## src/rtl/fb_window_scanner.sv

```systemverilog
// Raster-order window scanner over the 640x480 frame buffer: streams tagged pixels or folds them into a checksum.
// Read-to-pixel latency 2 cycles; reads are credit-limited by a 2-entry output FIFO, so pix_ready stalls throttle the reads.
module fb_window_scanner #(
    parameter int FB_WIDTH  = 640,
    parameter int FB_HEIGHT = 480,
    parameter int PIXEL_W   = 4,
    parameter int COORD_W   = 10,
    parameter int ADDR_W    = 19,
    parameter int CSUM_W    = 32
) (
    input  logic               clk,
    input  logic               rst_n,
    input  logic               start,
    input  logic               mode,
    input  logic [COORD_W-1:0] x_start,
    input  logic [COORD_W-1:0] y_start,
    input  logic [COORD_W-1:0] x_end,
    input  logic [COORD_W-1:0] y_end,
    output logic               mem_rd_en,
    output logic [ADDR_W-1:0]  mem_addr,
    input  logic [PIXEL_W-1:0] mem_rd_data,
    output logic               pix_valid,
    input  logic               pix_ready,
    output logic [PIXEL_W-1:0] pix_data,
    output logic [COORD_W-1:0] pix_x,
    output logic [COORD_W-1:0] pix_y,
    output logic               pix_eol,
    output logic               pix_last,
    output logic               busy,
    output logic               done,
    output logic               err,
    output logic [CSUM_W-1:0]  checksum
);
    typedef enum logic [1:0] {IDLE, SCAN, DRAIN, FINISH} state_t;

    typedef struct packed {
        logic [PIXEL_W-1:0] dat;
        logic [COORD_W-1:0] x;
        logic [COORD_W-1:0] y;
        logic               eol;
        logic               last;
    } pix_ent_t;

    localparam logic [COORD_W-1:0] FB_W_C = COORD_W'(FB_WIDTH);
    localparam logic [COORD_W-1:0] FB_H_C = COORD_W'(FB_HEIGHT);
    localparam logic [ADDR_W-1:0]  PITCH  = ADDR_W'(FB_WIDTH);

    state_t             state_q;
    logic               mode_q;
    logic [COORD_W-1:0] xs_q, xe_q, ye_q;
    logic [COORD_W-1:0] x_q, y_q;
    logic [ADDR_W-1:0]  row_base_q;
    logic               infl_vld_q, infl_eol_q, infl_last_q;
    logic [COORD_W-1:0] infl_x_q, infl_y_q;
    logic [CSUM_W-1:0]  csum_q;
    logic               busy_q, done_q, err_q;

    pix_ent_t           fifo_q [2];
    logic               wr_ptr_q, rd_ptr_q;
    logic [1:0]         cnt_q;

    logic               win_bad, at_eol, at_last;
    logic               push, pop, issue, drain_empty;
    logic [2:0]         occ_after_pop, occ_next;
    pix_ent_t           push_ent, head;

    assign win_bad = (x_end <= x_start) || (y_end <= y_start) ||
                     (x_end > FB_W_C)   || (y_end > FB_H_C);
    assign at_eol  = (x_q == xe_q - COORD_W'(1));
    assign at_last = at_eol && (y_q == ye_q - COORD_W'(1));

    assign head      = fifo_q[rd_ptr_q];
    assign pix_valid = (cnt_q != 2'd0);
    assign pop       = pix_valid && pix_ready;
    assign push      = infl_vld_q && !mode_q;
    assign push_ent  = {mem_rd_data, infl_x_q, infl_y_q, infl_eol_q, infl_last_q};

    // The in-flight read counts against the FIFO, so returning data always has a slot.
    assign occ_after_pop = {1'b0, cnt_q} + {2'b00, infl_vld_q} - {2'b00, pop};
    assign occ_next      = {1'b0, cnt_q} + {2'b00, push} - {2'b00, pop};
    assign issue         = (state_q == SCAN) && (occ_after_pop < 3'd2);
    assign drain_empty   = (occ_next == 3'd0);

    assign mem_rd_en = issue;
    assign mem_addr  = row_base_q + ADDR_W'(x_q);
    assign pix_data  = head.dat;
    assign pix_x     = head.x;
    assign pix_y     = head.y;
    assign pix_eol   = head.eol;
    assign pix_last  = head.last;
    assign busy      = busy_q;
    assign done      = done_q;
    assign err       = err_q;
    assign checksum  = csum_q;

    always_ff @(posedge clk) begin
        if (!rst_n) begin
            fifo_q[0] <= '0;
            fifo_q[1] <= '0;
            wr_ptr_q  <= 1'b0;
            rd_ptr_q  <= 1'b0;
            cnt_q     <= 2'd0;
        end else begin
            if (push) begin
                fifo_q[wr_ptr_q] <= push_ent;
                wr_ptr_q         <= ~wr_ptr_q;
            end
            if (pop) begin
                rd_ptr_q <= ~rd_ptr_q;
            end
            cnt_q <= occ_next[1:0];
        end
    end

    always_ff @(posedge clk) begin
        if (!rst_n) begin
            state_q     <= IDLE;
            mode_q      <= 1'b0;
            xs_q        <= '0;
            xe_q        <= '0;
            ye_q        <= '0;
            x_q         <= '0;
            y_q         <= '0;
            row_base_q  <= '0;
            infl_vld_q  <= 1'b0;
            infl_x_q    <= '0;
            infl_y_q    <= '0;
            infl_eol_q  <= 1'b0;
            infl_last_q <= 1'b0;
            csum_q      <= '0;
            busy_q      <= 1'b0;
            done_q      <= 1'b0;
            err_q       <= 1'b0;
        end else begin
            done_q      <= 1'b0;
            err_q       <= 1'b0;
            infl_vld_q  <= issue;
            infl_x_q    <= x_q;
            infl_y_q    <= y_q;
            infl_eol_q  <= at_eol;
            infl_last_q <= at_last;
            if (infl_vld_q && mode_q) begin
                csum_q <= csum_q + CSUM_W'(mem_rd_data);
            end
            case (state_q)
                IDLE: begin
                    if (start) begin
                        mode_q     <= mode;
                        xs_q       <= x_start;
                        xe_q       <= x_end;
                        ye_q       <= y_end;
                        x_q        <= x_start;
                        y_q        <= y_start;
                        row_base_q <= ADDR_W'(y_start) * PITCH;
                        csum_q     <= '0;
                        busy_q     <= 1'b1;
                        if (win_bad) begin
                            state_q <= FINISH;
                            done_q  <= 1'b1;
                            err_q   <= 1'b1;
                        end else begin
                            state_q <= SCAN;
                        end
                    end
                end
                SCAN: begin
                    if (issue) begin
                        if (at_eol) begin
                            x_q        <= xs_q;
                            y_q        <= y_q + COORD_W'(1);
                            row_base_q <= row_base_q + PITCH;
                            if (at_last) begin
                                state_q <= DRAIN;
                            end
                        end else begin
                            x_q <= x_q + COORD_W'(1);
                        end
                    end
                end
                DRAIN: begin
                    if (drain_empty) begin
                        state_q <= FINISH;
                        done_q  <= 1'b1;
                    end
                end
                default: begin
                    state_q <= IDLE;
                    busy_q  <= 1'b0;
                end
            endcase
        end
    end
endmodule

```

## config.mk

```make
export PLATFORM = sky130hd
export DESIGN_NAME = fb_window_scanner
export DESIGN_NICKNAME = d
export VERILOG_FILES = /design/src/rtl/fb_window_scanner.sv
export SDC_FILE = /design/constraint.sdc
export NUM_CORES = 1
export LEC_CHECK = 0
export CAP_MARGIN = 20
export CORE_MARGIN = 2
export CORE_UTILIZATION = 56
export CTS_CLUSTER_DIAMETER = 200
export DETAILED_ROUTE_END_ITERATION = 7
export PLACE_DENSITY = 0.91
export SYNTH_ARGS = -nofsm -noshare
export SYNTH_HDL_FRONTEND = slang
export SYNTH_SLANG_ARGS = --single-unit
```

## constraint.sdc

```tcl
create_clock -name clk -period 3.65 [get_ports clk]
set_input_delay 0.5475 -clock clk [delete_from_list [all_inputs] [get_ports clk]]
set_output_delay 0.5475 -clock clk [all_outputs]
set_load 0.01 [all_outputs]
```

* After elaboration in Yosys (flattened, before gate mapping)
Memory sizes are Yosys's and may differ from the RTL's. A register that Yosys moved wholly into a read port is not among the register bits.
Index checks and enable logic that the tools add are counted.
** Storage, ports and cells
- Register bits after elaboration :: 134
- RAM bits :: 52
- Output and inout port bits :: 82
- Memories kept :: 1
** Operators by class
- Add/subtract/negate cells :: 11
- Multiply operators :: 1
- Magnitude comparators :: 5
- Equality and inequality tests :: 9
- Mux-type cells :: 37
- Bitwise gates (word level) :: 3
- Reduce and logical (&&, ||, !) cells :: 21
** Memories
- fifo_q :: words 2, width 26, rd ports 1, clocked after Yosys merged registers in 1, write ports 2, RTL line 58 : pix_ent_t fifo_q [2];
** Operator list (number)
- $mux 32 :: 3
- $mux 10 :: 6
- $mux 19 :: 3
- $pmux 10 s2 :: 2
- $pmux 19 s2 :: 1
- $add 32x4->32 :: 1
- $mux 26 :: 1
- $reduce_or 26->1 :: 1
- $add 10x1->10 const B :: 2
- $eq 10x10->1 :: 2
- $le 10x10->1 :: 2
- $sub 10x1->10 const B :: 2
- $add 19x10->19 :: 1
- $add 19x10->19 const B :: 1
- $mul 10x3->12 const B :: 1
- $mux 1 :: 12
- $mux 2 :: 6
- $gt 10x10->1 const B :: 1
- $gt 10x9->1 const B :: 1
- $ne 2x2->1 const B :: 5
- $add 2x1->3 :: 2
- $pmux 2 s3 :: 1
- $reduce_and 2->1 :: 3
- $sub 3x1->3 :: 2
- other kinds (15) :: 25

* Longest topological paths before layout
Gate-level depths: netlist (run 1).
- Depth after elaboration :: 7
- Gate-level depth with buffers :: 15

* Worst setup path before layout (run 1)
No wires, ideal clock.
- Path type :: reg2reg
- Start point :: reg cnt_q[1]
- End point :: reg y_q[9]
- Library setup time :: 0.122 ns
- Arrival :: 3.046 ns
- Data required time :: 3.528 ns
- Path slack :: 0.482 ns
- Stages on the path, launching flop included :: 16
- Path buffers :: 2
- Period minus slack after synthesis :: 3.168 ns
- Cells stage by stage :: dfxtp_1 inv_1 nand2_1 and2_1 ha_1 nand2b_1 fa_1 xnor2_1 nand2_1 a21oi_1 o21a_1 clkbuf_1 nand4_2 buf_2 nor3_2 o22ai_2
** On the way
- Word-level cells in the longest chain between the ends :: 7
- Elaborated cells on any way between the ends :: 8
- Those cells by class :: 2 x add/sub; 1 x order compare; 1 x eq/ne; 4 x reduce/logical
** RTL lines
- from (decl) :: RTL line 60 : logic [1:0] cnt_q;
- from (signal assigned) :: RTL line 111 : cnt_q <= occ_next[1:0];
- $reduce_bool 2->1 :: RTL line 73 : assign pix_valid = (cnt_q != 2'd0);
- named net pix_valid :: RTL line 22 : output logic pix_valid,
- $logic_and 1x1->1 :: RTL line 74 : assign pop = pix_valid && pix_ready;
- named net pop :: RTL line 63 : logic push, pop, issue, drain_empty;
- $sub 3x1->3 :: RTL line 79 : assign occ_after_pop = {1'b0, cnt_q} + {2'b00, infl_vld_q} - {2'b00, pop};
- $lt 3x2->1 :: RTL line 81 : assign issue = (state_q == SCAN) && (occ_after_pop < 3'd2);
- $logic_and 1x1->1 :: RTL line 81
- $ne 2x2->1 (no source line)
- $reduce_and 4->1 (no source line)
- to (signal assigned) :: RTL line 153 : y_q <= y_start;
- to (signal assigned) :: RTL line 170 : y_q <= y_q + COORD_W'(1);
- to (decl) :: RTL line 51 : logic [COORD_W-1:0] x_q, y_q;
The timed path passes the listed nets, and every way through them passes these cells.
A chain may end at the register's enable or synchronous reset.

* Worst setup path in the final report (run 1)
- Start point :: reg x_q[8]
- End point :: out mem_addr[16]
** On the way
- Word-level cells in the longest chain between the ends :: 1
** RTL lines
- from (decl) :: RTL line 51
- from (signal assigned) :: RTL line 152 : x_q <= x_start;
- from (signal assigned) :: RTL line 169 : x_q <= xs_q;
- from (signal assigned) :: RTL line 176 : x_q <= x_q + COORD_W'(1);
- $add 19x10->19 :: RTL line 85 : assign mem_addr = row_base_q + ADDR_W'(x_q);
- to (decl) :: RTL line 20 : output logic [ADDR_W-1:0] mem_addr,
No other way between the ends.

==> results.json, run 1 <==
{
  "rr_worst_depth": 14,
  "run_status": "finished clean",
  "crit_chain": "ha_1, a21oi_1, nor2b_1, o21ai_0, or2_2, nor2_1, xor2_1, clkdlybuf4s50_1",
  "dp_hpwl_um": 17400,
  "drc_errors": 0,
  "top_layer": "met4",
  "insertedDiodeCount": 0,
  "synth_area_per_cell_um2": 9.47,
  "slowest_stage": "clkdlybuf4s50_1",
  "cts-root-buf": "clkbuf_16",
  "syn-cell-area_mm2": 0.00969,
  "via_per_inst": 6.07,
  "yosysTopAreaCellShare_pct": 26.4,
  "tns_ns": 0,
  "grt_pass1_wl_um": 39700,
  "fp-row-count": 48,
  "drive_above_1_share_pct": 9.84,
  "cp_num_buf_inv": 1,
  "htreeDepth": 4,
  "synth_top_cell_by_area": "dfxtp_1",
  "placed_cells": 1341,
  "io_pins": 131,
  "path_class": "flop to output pin",
  "drt_iter0_drc": 771,
  "synth_top_cells_by_count": "128 x dfxtp_1, 78 x and2_1, 69 x nor2_1",
  "synth-edff-count": 52,
  "totalWireLength_um": 24900,
  "fin_crit_ns": 3.50,
  "ir_worst_vdd_mv": 0.499,
  "die_w_um": 136,
  "antenna_found_initial": 0,
  "gr-usage-all-layers_pct": 27.3,
  "hold_depth": 2,
  "hold_viol_final": 0,
  "dr.pass1.iters": 5,
  "cap_violations": 0,
  "nets": 1243,
  "yosysWarnings": 0,
  "die_h_um": 136,
  "gp_congestion": 0.895,
  "grt_pass1_vias": 7974,
  "worst_path_largest_cell_delay_ns": 0.56,
  "clockBufferDepth": 2,
  "grt_overflow": 0,
  "yosysSeqAreaShare_pct": 42.5,
  "grt_max_degree": 42,
  "wl_met3_um": 1760,
  "path_depth": 8,
  "min_path_type": "flop to flop",
  "wire_per_inst_um": 18.1,
  "cts.sinks": 180,
  "area_delta_synth_final_pct": 22.0,
  "report.final.slew_viol_count": 0,
  "rsz0062_at_grt": "no",
  "synth.ff_latch_count": 180,
  "fin_cells": 1373,
  "synth_area_leaders": "dfxtp_1 26%, edfxtp_1 16%, ha_1 7.1%",
  "p_leak_nw": 4.59,
  "synthArstFlopShare_pct": 0,
  "postCtsSetupBuffers": 0,
  "relSlewSlack_pct": 38.8,
  "setup_viol": 0,
  "syn-num-nets": 1132,
  "synth.distinct_cells": 73,
  "synthFlopType": "dfxtp_1",
  "m1WireLength_um": 10000,
  "dr_wl_met2_um": 12100,
  "tightestPinTransition_ns": 0.912,
  "power.total_mw": 7.72,
  "num-fill-cells": 1272,
  "synth_most_common_cell": "dfxtp_1",
  "worstPathArrival_ns": 2.95,
  "clkSlewWorstSetupHoldPaths_ns": 0.08,
  "syn_inst": 1024,
  "start_util_pct": 56.6,
  "hold_slack_ns": 0.487,
  "p_per_area_mw_per_mm2": 653,
  "skew_ns": 0.0129,
  "clock_latency_ns": 0.44,
  "crit_path_end_kind": "output pin",
  "cts_buffers": 17,
  "crit_family": "simple AND/OR/NAND/NOR gates",
  "fin_crit_sh_pct": 95.8,
  "required_ns": 3.10,
  "vias": 8328,
  "cts_tree": "done",
  "max_freq_mhz": 286,
  "utilization_pct": 69.1,
  "timing.critical_path.fanout_max": 6,
  "ant_nets": 0,
  "cp-start-kind": "flop",
  "coreArea_mm2": 0.0171,
  "die_area_mm2": 0.0184,
  "io_buffers": 130
}
==> sequential cells by signal (all words and copies together) (netlist names), 2 cells and up, named ones only <==
register and cells:
checksum 32, state_q 2, cnt_q 2, fifo_q 52, xe_q 10, x_q 10, xs_q 10, ye_q 10
infl_x_q 10, row_base_q 12, infl_y_q 10, y_q 10
==> worst register-to-register path, cell delays in order, from the launching register on <==
cell	delay [ns]
dfxtp_2	0.35
inv_1	0.10
nand2_1	0.14
and2_4	0.22
ha_1	0.26
nand2b_1	0.15
fa_1	0.38
xnor2_1	0.14
nand2_1	0.11
a21oi_1	0.25
o21a_1	0.24
nand4_2	0.11
buf_4	0.24
nor3_1	0.23
o22ai_1	0.12
==> kinds of logic after synthesis <==
family / after synthesis / share of synthesized area [%]
adders and majority gates: 59 / 7.93
xor gates and xnor gates: 70 / 6.33
muxes: 35 / 3.98
AOI/OAI and AO/OA: 222 / 15.2
DFF: 180 / 42.5
and+or+nand+nor: 355 / 19.7
buffers and inverters: 103 / 4.39
==> path summary, 6_finish.rpt <==
kind,slack (ns),to,start
worst max-delay path,0.15,mem_addr[16],x_q[8]
worst max register to register,0.50,row_base_q[16],cnt_q[1]
worst min-delay path,0.49,checksum[0],checksum[0]
worst min register to register,0.49,checksum[0],checksum[0]
==> cells in the final DEF, fill, tap and decap left out, drive strengths merged, types with 6 or more instances in the layout <==
| cell type | n |
|---|---|
| dfxtp | 128 |
| nor3 | 30 |
| mux2i | 7 |
| xnor2 | 45 |
| a211oi | 6 |
| xor2 | 25 |
| and2 | 79 |
| nand2 | 53 |
| nor2b | 11 |
| and4 | 7 |
| nor2 | 70 |
| ha | 55 |
| o21ai | 52 |
| clkbuf | 19 |
| o211ai | 19 |
| nand3 | 48 |
| clkdlybuf4s50 | 129 |
| inv | 50 |
| nor4 | 10 |
| a21oi | 57 |
| or3 | 12 |
| buf | 23 |
| a31oi | 16 |
| edfxtp | 52 |
| mux2 | 28 |
| a21o | 10 |
| nand4 | 9 |
| and3 | 10 |
| a22o | 27 |
==> per-stage QoR <==
step / worst slack (ns) / area [um^2]
final: 0.153 / 11800
after global routing: 0.0222 / 11800
after CTS: 0.0148 / 11800
after detailed placement: 0.0612 / 11200
after global placement: 0.100 / 11200
after floorplan: 0.482 / 9690
==> routing by layer <==
layer | track usage [%] | vias up
li1 | - | 3879
met1 | 34.0 | 3960
met2 | 45.7 | 399
met3 | 4.64 | 90
met4 | 13.8 | 0
met5 | 0 | -
==> final cells by class <==
type	instances	area, um^2	area share [%]
multi-input combinational	741	5160	43.6
timing repair buffer	153	1480	12.5
clock buffer	19	443	3.75
inverter	42	158	1.33
tap	225	282	2.38
sequential	180	4130	34.9
clock inverter	13	180	1.52
==> what timing repair did <==
action | in CTS | in global routing
endpoints found under the setup margin | 1 | 1
hold buffers | 0 | 0
pin swaps | 0 | 0
resized for setup | 1 | 2
==> power breakdown <==
part | switching (mW) | total (mW) | internal (mW) | leakage [nW]
Clock | 0.825 | 1.94 | 1.12 | 0.300
Combinational | 1.51 | 2.87 | 1.36 | 2.71
Sequential | 0.483 | 2.91 | 2.42 | 1.58
Total | 2.82 | 7.72 | 4.90 | 4.59
No activity file was read; power rests on OpenSTA's default activity.
==> run 2: changes to the inputs <==
CORE_MARGIN = not set   (was 2)
clock period = 3.71 ns   (was 3.65 ns; I/O delays follow)
==> run 2 against run 1 <==
Sequential share of layout area rose by 0.27 points. Cell area fell by 0.73%. Critical path type unchanged. Clock-buffer cell count increased by 3. Largest power group unchanged. Sequential cell count unchanged. Cell count shrank 0.44%. Combinational power shrank 1%. Critical endpoint unchanged.
==> results.json, run 2 (synthesized netlist as in run 1, its figures left out) <==
{
  "run_status": "finished clean",
  "top_register": "fifo_q",
  "multi_input_area_mm2": 0.00516,
  "timing.critical_path.fanout_max": 6,
  "start_util_pct": 57.8,
  "grt_pass1_vias": 7778,
  "hold_depth": 2,
  "drive_above_1_share_pct": 9.50,
  "cp_num_buf_inv": 1,
  "report.final.slew_viol_count": 0,
  "dr.pass1.iters": 6,
  "fin_crit_sh_pct": 93.9,
  "switching_share_pct": 36.9,
  "postCtsSetupBuffers": 0,
  "skew_ns": 0.00765,
  "max_freq_mhz": 287,
  "seq_area_mm2": 0.00413,
  "vias": 8144,
  "clockBufferDepth": 2,
  "coreArea_mm2": 0.0168,
  "insertedDiodeCount": 0,
  "area_delta_synth_final_pct": 21.1,
  "ant_nets": 0,
  "cts.hold.buffers_added": 0,
  "worstPathArrival_ns": 2.93,
  "final_cell_mix": "129 x clkdlybuf4s50_1, 126 x dfxtp_1, 78 x and2_1",
  "crit_family": "compound AO/OA/AOI/OAI gates",
  "gp_congestion": 0.909,
  "htreeDepth": 4,
  "worst_path_largest_cell_delay_ns": 0.56,
  "tightestPinTransition_ns": 0.905,
  "via_per_inst": 5.96,
  "cts_buffers": 17,
  "path_depth": 8,
  "r2r_end": "y_q[2]",
  "startpoint": "x_q[8]",
  "totalWireLength_um": 24000,
  "cap_violations": 0,
  "drt_iter0_drc": 703,
  "comb_power_share_pct": 38.3,
  "p_per_area_mw_per_mm2": 628,
  "clock_latency_ns": 0.43,
  "io_pins": 131,
  "num-fill-cells": 1233,
  "required_ns": 3.15,
  "cts-root-buf": "clkbuf_16",
  "setup_viol": 0,
  "pwr-share-seq_pct": 38.7,
  "p_sw_mw": 2.72,
  "final_common_cell": "clkdlybuf4s50_1",
  "hold_slack_ns": 0.484,
  "crit_chain": "ha_1, a21oi_1, nor2b_1, o21ai_0, or2_2, nor2_1, xor2_1, clkdlybuf4s50_1",
  "utilization_pct": 70.0,
  "slowest_stage": "clkdlybuf4s50_1",
  "grt_max_degree": 43,
  "io_buffers": 130,
  "cp-start-kind": "flop",
  "endpoint": "mem_addr[16]",
  "p_clk_share_pct": 23.0,
  "p_int_mw": 4.65,
  "path_class": "flop to output pin",
  "crit_path_end_kind": "output pin",
  "p_leak_nw": 4.54,
  "rr_worst_depth": 14,
  "fp-row-count": 47,
  "r2r_setup_slack_ns": 0.43,
  "cts.sinks": 180,
  "die_w_um": 134,
  "rr_startpoint": "cnt_q[1]",
  "largest_reg_flops": 52,
  "hold_viol_final": 0,
  "dp_hpwl_um": 17200,
  "tns_ns": 0,
  "antenna_found_initial": 1,
  "die_area_mm2": 0.0178,
  "nets": 1242,
  "ir_worst_vdd_mv": 0.466,
  "cts_tree": "done",
  "grt_overflow": 0,
  "fin_crit_ns": 3.49,
  "die_h_um": 134,
  "clkSlewWorstSetupHoldPaths_ns": 0.07,
  "gr-usage-all-layers_pct": 27.3,
  "rsz0062_at_grt": "no",
  "drc_errors": 0,
  "min_path_type": "flop to flop",
  "wire_per_inst_um": 17.5,
  "grt_pass1_wl_um": 38700,
  "relSlewSlack_pct": 39.5
}
## run 2: routing by layer
layer / wire length (um) / global-route usage [%] / vias to the layer above
met5: 0 / 0 / -
met4: 777 / 12.6 / 0
met3: 1560 / 4.45 / 55
met2: 11600 / 45.7 / 367
met1: 10000 / 34.4 / 3844
li1: - / - / 3878
## run 2: worst min-delay path, delay by kind of cell, from the launching register on
family          cells  cell delay (ns)
flops               1             0.31
simple gates        1             0.06
compound gates      1             0.07
## run 2: timing repair
action | 4_1_cts | 5_1_grt
endpoints found under the setup margin | 1 | 3
endpoints found under the hold margin | 0 | 0
resized for setup | 1 | 3
## run 2: how the worst min path moves through the flow
| stage | startpoint | end | slack (ns) |
|---|---|---|---|
| 4_1_cts | xs_q[6] | xs_q[6] | 0.49 |
| 3_3_place_gp | xs_q[4] | xs_q[4] | 0.46 |
| 6_report | xs_q[6] | x_q[6] | 0.48 |
| 3_5_place_dp | xs_q[8] | xs_q[8] | 0.47 |
| 2_1_floorplan | xs_q[2] | xs_q[2] | 0.45 |
| 5_1_grt | xs_q[6] | xs_q[6] | 0.50 |
## run 2: power by group through the flow
stage                     Combinational, mW  Sequential (mW)  Clock, mW
final                                  2.83             2.85       1.69
after global routing                   3.05             2.90       1.77
after CTS                              2.81             2.83       1.70
after detailed placement               2.76             2.86          0
after global placement                 2.68             2.84          0
after floorplan                        1.94             2.65          0
## run 2: through the flow
step / setup WS, ns / power (mW) / cell area [um^2] / std cells
after floorplan: 0.542 / 4.60 / 9690 / 1024
after global placement: 0.116 / 5.52 / 11200 / 1335
after detailed placement: 0.0399 / 5.62 / 11200 / 1335
after CTS: 0.0295 / 7.34 / 11700 / 1367
after global routing: 0.0624 / 7.72 / 11700 / 1367
final: 0.225 / 7.37 / 11700 / 1367
## run 2: final cells by class
cell class | instances | share of cell area, %
tap | 220 | 2.34
clock buffer | 22 | 3.78
multi-input combinational | 741 | 44.0
sequential | 180 | 35.2
clock inverter | 10 | 0.895
inverter | 42 | 1.34
timing repair buffer | 152 | 12.5
==> run 3: changes to the inputs <==
CORE_UTILIZATION = 57   (was 56)
CTS_BUF_LIST = sky130_fd_sc_hd__clkbuf_8   (was not set)
PLACE_DENSITY = 0.92   (was 0.91)
REMOVE_ABC_BUFFERS = 1   (was not set)
==> run 3 against run 2 <==
Clock power is 22% lower. Global-route usage shrank 0.96 points. Cell count fell by 0.15%. Largest power group unchanged. Fmax fell by 1.4%. Total power down 5.8%. First-iteration DRC count is 3.8% lower. Critical path depth is 2 higher. Worst setup slack got worse by 0.050 ns. Routed wire length shrank 4.0%.
==> results.json, run 3 (synthesized netlist as in run 1, its figures left out) <==
{
  "run_status": "finished clean",
  "ir_worst_vdd_mv": 0.511,
  "fin_cells": 1365,
  "crit_path_end_kind": "output pin",
  "vias": 8080,
  "placed_area_mm2": 0.0112,
  "num-fill-cells": 1245,
  "cts_buffers": 17,
  "clockBufferDepth": 2,
  "required_ns": 3.15,
  "placed_cells": 1333,
  "drc_errors": 0,
  "top_register": "fifo_q",
  "io_pins": 131,
  "final_cell_mix": "130 x clkdlybuf4s50_1, 126 x dfxtp_1, 78 x and2_1",
  "cp-start-kind": "flop",
  "die_w_um": 132,
  "ant_nets": 0,
  "rsz0062_at_grt": "no",
  "via_per_inst": 5.92,
  "worst_path_largest_cell_delay_ns": 0.56,
  "gr-usage-all-layers_pct": 26.3,
  "final_common_cell": "clkdlybuf4s50_1",
  "die_h_um": 132,
  "drive_above_1_share_pct": 9.52,
  "dp_hpwl_um": 16700,
  "cts.sinks": 180,
  "p_leak_nw": 4.44,
  "insertedDiodeCount": 0,
  "timing.critical_path.fanout_max": 4,
  "io_buffers": 130,
  "cp_common_cell": "nand2_1",
  "die_area_mm2": 0.0175,
  "fin_crit_sh_pct": 95.3,
  "grt_overflow": 0,
  "clkSlewWorstSetupHoldPaths_ns": 0.10,
  "hold_slack_ns": 0.489,
  "skew_ns": 0.0130,
  "min_path_type": "flop to flop",
  "hold_viol_final": 0,
  "largest_reg_flops": 52,
  "start_util_pct": 58.5,
  "cts_tree": "done",
  "crit_chain": "inv_1, nand2_1, and2_1, ha_1, nand2b_1, fa_1, xnor2_1, nand2_1, nor2_1, clkdlybuf4s50_1",
  "p_per_area_mw_per_mm2": 601,
  "design_area_mm2": 0.0116,
  "tightestPinTransition_ns": 0.885,
  "gp_congestion": 0.855,
  "setup_viol": 0,
  "relSlewSlack_pct": 40.6,
  "max_freq_mhz": 283,
  "report.final.slew_viol_count": 0,
  "crit_family": "simple AND/OR/NAND/NOR gates",
  "cp_num_buf_inv": 2,
  "path_class": "flop to output pin",
  "worstPathArrival_ns": 2.98,
  "cts-root-buf": "clkbuf_8",
  "nets": 1240,
  "wire_per_inst_um": 16.8,
  "antenna_found_initial": 0,
  "area_delta_synth_final_pct": 19.3,
  "dr.pass1.iters": 5,
  "tns_ns": 0,
  "fp-row-count": 47,
  "clock_latency_ns": 0.48,
  "totalWireLength_um": 23000,
  "cap_violations": 0,
  "fin_crit_ns": 3.54,
  "grt_pass1_vias": 7601,
  "coreArea_mm2": 0.0166,
  "grt_pass1_wl_um": 36900,
  "grt_max_degree": 42,
  "htreeDepth": 4,
  "drt_iter0_drc": 676,
  "slowest_stage": "clkdlybuf4s50_1"
}
-- run 3: cell count changes in the layout (fill, tap and decap cells not counted), moves of 2 or more --
| cell | previous run | this run |
|---|---|---|
| clkbuf_16 | 17 | 0 |
| clkinvlp_4 | 3 | 6 |
| clkinv_4 | 4 | 1 |
| clkbuf_1 | 5 | 0 |
| buf_4 | 22 | 20 |
| inv_6 | 0 | 4 |
| clkinv_1 | 0 | 2 |
| clkbuf_8 | 0 | 17 |
-- run 3: path summary, 6_finish.rpt --
check / start / slack (ns) / to / cells after the start
setup / recovery: cnt_q[1] / 0.17 / mem_rd_en / 10
hold / removal: xs_q[2] / 0.49 / x_q[2] / 2
setup reg to reg: cnt_q[1] / 0.53 / y_q[0] / 13
hold reg to reg: xs_q[2] / 0.49 / x_q[2] / 2
-- run 3: where the power goes --
group	switching, mW	total [mW]	internal, mW
Clock	0.720	1.32	0.601
Sequential	0.467	2.85	2.38
Combinational	1.46	2.77	1.32
Total	2.64	6.94	4.30
-- run 3: cell type report --
| class | instances | area, um^2 | share of cell area, % |
|---|---|---|---|
| timing repair buffer | 150 | 1450 | 12.6 |
| inverter | 42 | 158 | 1.36 |
| sequential | 180 | 4130 | 35.7 |
| multi-input combinational | 741 | 5160 | 44.6 |
| clock inverter | 15 | 156 | 1.35 |
| clock buffer | 17 | 234 | 2.02 |
| tap | 220 | 275 | 2.38 |
-- run 3: what timing repair did --
action,CTS,global route
gates resized for setup,0,3
endpoints found under the setup margin,0,3
buffers inserted,0,0
hold buffers,0,0
-- run 3: worst min-delay path: cells and delay by family (launching register included) --
family | cells | cell delay (ns)
AO/OA/AOI/OAI | 1 | 0.07
flip-flops | 1 | 0.32
AND/OR/NAND/NOR | 1 | 0.06
-- run 3: metal layers --
metal | share of wire [%] | vias up | global-route usage, %
li1 | - | 3877 | -
met1 | 42 | 3799 | 33.9
met2 | 48 | 344 | 43.8
met3 | 6.3 | 60 | 3.88
met4 | 3.0 | 0 | 11.9
met5 | 0 | - | 0
-- run 3: stage by stage --
step	util (%)	power [mW]	worst slack, ns
3_5_place_dp	67.3	5.60	0.125
4_1_cts	69.7	6.92	0.0493
5_1_grt	69.7	7.32	0.0249
2_1_floorplan	-	4.48	0.463
6_report	69.7	6.94	0.174
3_3_place_gp	67.3	5.50	0.251
==> edit: new RTL, settings of run 3 <==
Change the parameter `ADDR_W` from 19 to 38.
--- a/src/rtl/fb_window_scanner.sv
+++ b/src/rtl/fb_window_scanner.sv
@@ -6,5 +6,5 @@
     parameter int PIXEL_W   = 4,
     parameter int COORD_W   = 10,
-    parameter int ADDR_W    = 19,
+    parameter int ADDR_W    = 38,
     parameter int CSUM_W    = 32
 ) (
Interface: changed (resized mem_addr); port bits go from 131 to 150. The function was not compared with the original's and may differ.
==> edit against run 3 <==
Die area rose by 17%. Sequential cell count rose by 19. Highest routed layer unchanged. Final area rose by 18%. Critical path type unchanged. Global-route usage rose by 4.5 points. Largest power group is now combinational logic. Area after synthesis rose by 17%. Worst setup slack got worse by 0.055 ns. Combinational power rose by 29%. First-iteration DRC count rose by 24%. Critical endpoint is now mem_addr[22]. Total power rose by 16%. Routed wire length rose by 35%.
==> edit: results (changes against run 3) <==
Port Buf Inserts 149 (was 130); largest net degree at the start of global routing 40 (was 42); R2R setup slack 0.17 ns (was 0.53 ns); DP Cell Count 1644 (was 1333); Crit. Startpoint row_base_q[8] (was cnt_q[1]); sequential element share of the synthesized area 39.6% (was 42.5%); Worst R2R End row_base_q[10] (was y_q[0]); share of layout cells above drive strength 1 10.7% (was 9.52%); cells on worst reg2reg path 15 (was 13); outcome complete, no violations (unchanged); Worst Hold Launch xs_q[1] (was xs_q[2]); GRT Overall Usage 30.8% (was 26.3%); synth unique cells 83 (was 73); first-pass GRT wire length 49.4 mm (was 36.9 mm); vias in the first global route 9804 (was 7601); Slew @ Worst Pin 0.832 ns (was 0.885 ns); met2 Use GR 50.8% (was 43.8%); VDD IR max 0.342 mV (was 0.511 mV); Adder-Cell Fraction of Synth Area 6.75% (was 7.93%); placed instance area 13200 sq um (was 11200 sq um); top cells by area, synth dfxtp_1 26%, edfxtp_1 14%, ha_1 6.1% (was dfxtp_1 26%, edfxtp_1 16%, ha_1 7.1%); Synth top area share 25.9% (was 26.4%); post-synthesis mux area share 4.52% (was 3.98%); vias 10300 (was 8080); pre-CTS WS -0.164 ns (was 0.125 ns); Clock Skews 0.0197 ns (was 0.0130 ns); Synth Area in XOR/XNOR 6.61% (was 6.33%); crit-path max FO 7 (was 4); Tmin final 3.59 ns (was 3.54 ns); routability cong. 0.947 (was 0.855)
## edit: cell types whose count changed in the layout (fill, tap and decap cells not counted), sizes merged, moves of 11 or more
cell / delta
buf: +25
dfxtp: +19
nand2b: +23
inv: +11
nand4: +17
clkdlybuf4s50: +14
nand2: +69
xnor2: +13
mux2i: +14
o211ai: -13
a21oi: +19
## edit: final cells by class
cell class / instances / area, sq um
Fill cell: 1428 / 5830
Inverter: 53 / 199
Multi-Input combinational cell: 934 / 6370
Clock buffer: 17 / 234
Tap cell: 265 / 332
Clock inverter: 15 / 216
Sequential cell: 199 / 4510
Timing Repair Buffer: 193 / 1840
## edit: power by group
group / internal, mW / leakage (nW) / switching [mW]
combinational: 1.60 / 3.22 / 1.96
clock: 0.539 / 0.218 / 0.944
sequential: 2.60 / 1.74 / 0.444
## edit: timing repair
action | 4_1_cts | 5_1_grt
hold buffers | 0 | 0
endpoints found under the hold margin | 0 | 0
gates cloned | 0 | 0
pin swaps | 1 | 2
endpoints found under the setup margin | 17 | 7
gates resized for setup | 7 | 7
